### config.mk
export PLATFORM = sky130hd
export DESIGN_NAME = instruction_register
export DESIGN_NICKNAME = d
export VERILOG_FILES = /design/src/rtl/instruction_register.sv
export SDC_FILE = /design/constraint.sdc
export NUM_CORES = 1
export LEC_CHECK = 0
export CAP_MARGIN = 30
export CORE_UTILIZATION = 30
export DETAILED_ROUTE_END_ITERATION = 8
export PLACE_DENSITY = 0.71
export SLEW_MARGIN = 30
export SYNTH_ARGS = -nofsm -noshare
export SYNTH_HDL_FRONTEND = slang
export SYNTH_SLANG_ARGS = --single-unit
### constraint.sdc
create_clock -name clk -period 0.8 [get_ports clk]
set_input_delay 0.12 -clock clk [delete_from_list [all_inputs] [get_ports clk]]
set_output_delay 0.12 -clock clk [all_outputs]
set_load 0.01 [all_outputs]
### src/rtl/instruction_register.sv
// Instruction register: captures opcode plus two operand bytes from fetch
// and presents them as one packed word and as individual fields, with a
// valid flag that the control unit can squash via flush.
module instruction_register #(
  parameter  int unsigned DATA_W = 8,
  localparam int unsigned INST_W = 3 * DATA_W
) (
  input  logic              clk,
  input  logic              rst_n,
  input  logic              load,
  input  logic              flush,
  input  logic [DATA_W-1:0] opcode,
  input  logic [DATA_W-1:0] operando1,
  input  logic [DATA_W-1:0] operando2,
  output logic [INST_W-1:0] instReg,
  output logic [DATA_W-1:0] opcode_q,
  output logic [DATA_W-1:0] operando1_q,
  output logic [DATA_W-1:0] operando2_q,
  output logic              valid
);

  // Packed instruction word; field order fixes opcode in the top byte.
  typedef struct packed {
    logic [DATA_W-1:0] opcode;
    logic [DATA_W-1:0] operando1;
    logic [DATA_W-1:0] operando2;
  } inst_t;

  inst_t inst_q;
  inst_t inst_d;
  logic  valid_q;

  // Assemble the incoming word from the fetch bytes.
  always_comb begin
    inst_d           = '0;
    inst_d.opcode    = opcode;
    inst_d.operando1 = operando1;
    inst_d.operando2 = operando2;
  end

  // Storage: reset and flush clear, load captures, otherwise hold.
  always_ff @(posedge clk or negedge rst_n) begin
    if (!rst_n) begin
      inst_q  <= '0;
      valid_q <= 1'b0;
    end else if (flush) begin
      inst_q  <= '0;
      valid_q <= 1'b0;
    end else if (load) begin
      inst_q  <= inst_d;
      valid_q <= 1'b1;
    end
  end

  // Packed word and field views all come from the single storage register.
  assign instReg     = INST_W'(inst_q);
  assign opcode_q    = inst_q.opcode;
  assign operando1_q = inst_q.operando1;
  assign operando2_q = inst_q.operando2;
  assign valid       = valid_q;

endmodule

==> out/qor.txt <==
status: complete, but fails checks
failing checks: negative setup slack
Buffers & Inverters on Critical Path: 1
critical path's largest stage delay: 0.41 ns
Root Buffer: clkbuf_8
Core ar.: 3770 um2
Placed Instances: 204
Final Slew Violations: 0
initial antenna violation count: 0
global-route wire length before repair: 4370 um
drt first-iter violations: 24
xor/xnor share of the synthesized area: 0
Initial Util: 0.321
H-tree depth: 1
crit end category: primary output
syn nets: 133
Syn Area/Cell: 11.5 um2
antenna-violating nets left: 0
Sink Count: 25
total power: 0.00275 W
Crit Reg-Reg Startpoint: opcode_q[4]
fraction of layout instances using a drive strength above 1: 0.393
pwr dens: 1560 nW/um2
WS Path Type: reg -> out
Worst Path Arrival: 0.82 ns
cts hold-fix bufs: 0
Compound-Gate Fraction of Synth Area: 0
drt drc: 0
number of global-route vias before repair: 939
area leader, netlist: dfrtp_1
critical path, cell by cell: buf_2
Layout Nets: 197
Seq cells post-synth: 25
P_leak: 0.994 nW
Reg clk slew, reported paths: 0.08 ns
vias per inst: 4.31
Worst Tran Pin Value: 0.155 ns
Layout area overhead: 45.6%
max_slew headroom: 0.894
Die H: 65.5 um
IO Pins: 77
Overall Global Routing Usage: 0.138
drt total wl: 2830 um
final std cells w/o fill: 216
ant diodes: 0
WP data required: 0.68 ns
Syn Std Cell Area: 1210 um2
Final period util: 1.18
Vias: 931
R2R Path End: opcode_q[4]
Hold Path Class: in -> async
FF-to-FF path depth: 3
setup slack after layout: -0.141 ns
post-synth cell types: 8
sequential-to-total area share from yosys stat: 0.517
Sequential cell area: 626 um2
top cell type's share of synthesized area: 0.517
Synth Area in Simple Gates: 0.0807
CP top delay family: flip-flops
Critical Path Source Type: register
top post-synthesis cells by area: dfrtp_1 52%, mux2i_1 20%, buf_4 15%
Die Footprint: 4290 um2
FMAX: 1060 MHz
RSZ-0062 raised after global routing: true
Max Cap Viol: 0
clock buffer depth: 2
pin count of the biggest net entering global routing: 26
Clock Latency Late Sink: 0.26 ns
Port-buffer cells: 76
mux cell area share after synthesis: 0.199
Final Hold Viols: 0
Adder-Cell Fraction of Synth Area: 0
CP Max Fanout: 3
Cells after Synth: 105
aggregate global routing overflow: 0
# setup viols final: 56
routability cong.: 0.616
final setup skew: 0 ns
Routed WL per cell: 13.1 um
VDD IR max: 0.538 mV
multi-input logic area: 338 um2
fillcell total: 347
Slowest cell on crit path: dfrtp_1
Period minus WS final: 0.941 ns
die width: 65.5 um
Detailed Routing Iterations Pass 1: 4
CTS buffer count: 3
CTS tree: done
main combinational cell family by area after synthesis: buffers and inverters
R2R setup slack: -0.04 ns
cell row count: 22
Ys Warns: 0
flip-flops by register name, indices dropped and copies added (netlist names):
name / count
operando2_q: 8
opcode_q: 8
valid: 1
operando1_q: 8
placed cells by master, fill, tap and decap left out:
master / synthesis / layout
buf_12: 2 / 3
buf_2: 2 / 46
buf_4: 24 / 8
buf_6: 1 / 4
bufbuf_16: 0 / 1
clkbuf_1: 0 / 1
clkbuf_2: 1 / 1
clkbuf_8: 0 / 3
clkdlybuf4s50_1: 0 / 26
dfrtp_1: 25 / 25
mux2i_1: 24 / 24
nor2_1: 26 / 26
synthesized netlist by cell type, drive strengths merged:
cell and number:
buf 29, mux2i 24, clkbuf 1, nor2 26, dfrtp 25
worst max path at each step:
stage                   startpoint             end  cells after the start
global route           opcode_q[5]     opcode_q[5]                      1
global placement              load     opcode_q[3]                      4
floorplan                     load  operando1_q[0]                      4
detailed placement            load     opcode_q[5]                      4
finish              operando1_q[6]  operando1_q[6]                      1
CTS                 operando1_q[6]  operando1_q[6]                      1
routing by layer:
layer  wire length, um  track usage  part of all wire
met5                 0            0                 0
met4                44       0.0652             0.016
met3               177       0.0278             0.063
met2              1480        0.258              0.52
met1              1130        0.147              0.40
cells by family after synthesis:
family | after synthesis
and+or+nand+nor | 26
buffers and inverters | 30
DFF | 25
muxes | 24
area by class of cell:
class	instances	area share
Sequential cell	25	0.355
Timing Repair Buffer	89	0.393
Clock buffer	4	0.0256
Tap cell	48	0.0341
Multi-Input combinational cell	50	0.192
metrics by stage:
step | util | hold WS [ns] | worst slack, ns | area [um2] | setup TNS (ns)
after floorplan | - | -0.176 | 0.0829 | 1210 | 0
after global placement | 0.493 | 0.474 | -0.421 | 1860 | -20.00
after detailed placement | 0.493 | 0.487 | -0.464 | 1860 | -21.00
after CTS | 0.462 | 0.209 | -0.154 | 1740 | -6.67
after global routing | 0.467 | 0.222 | -0.180 | 1760 | -8.36
final | 0.467 | 0.204 | -0.141 | 1760 | -6.19
report_power, final:
group	internal (W)	leakage, nW	switching (W)	total (W)
logic	0.000366	0.641	0.000275	0.000641
clock network	0.000356	0.0228	0.000374	0.000729
registers	0.00133	0.331	0.0000504	0.00138
total	0.00206	0.994	0.000699	0.00275
repair_timing:
item                       CTS  global route
pin swaps                    1             1
gates cloned                 1             0
gates resized for setup    199             4
buffers inserted             6             1
setup endpoints to repair   73            62
Power figures use the tool's default switching activity.
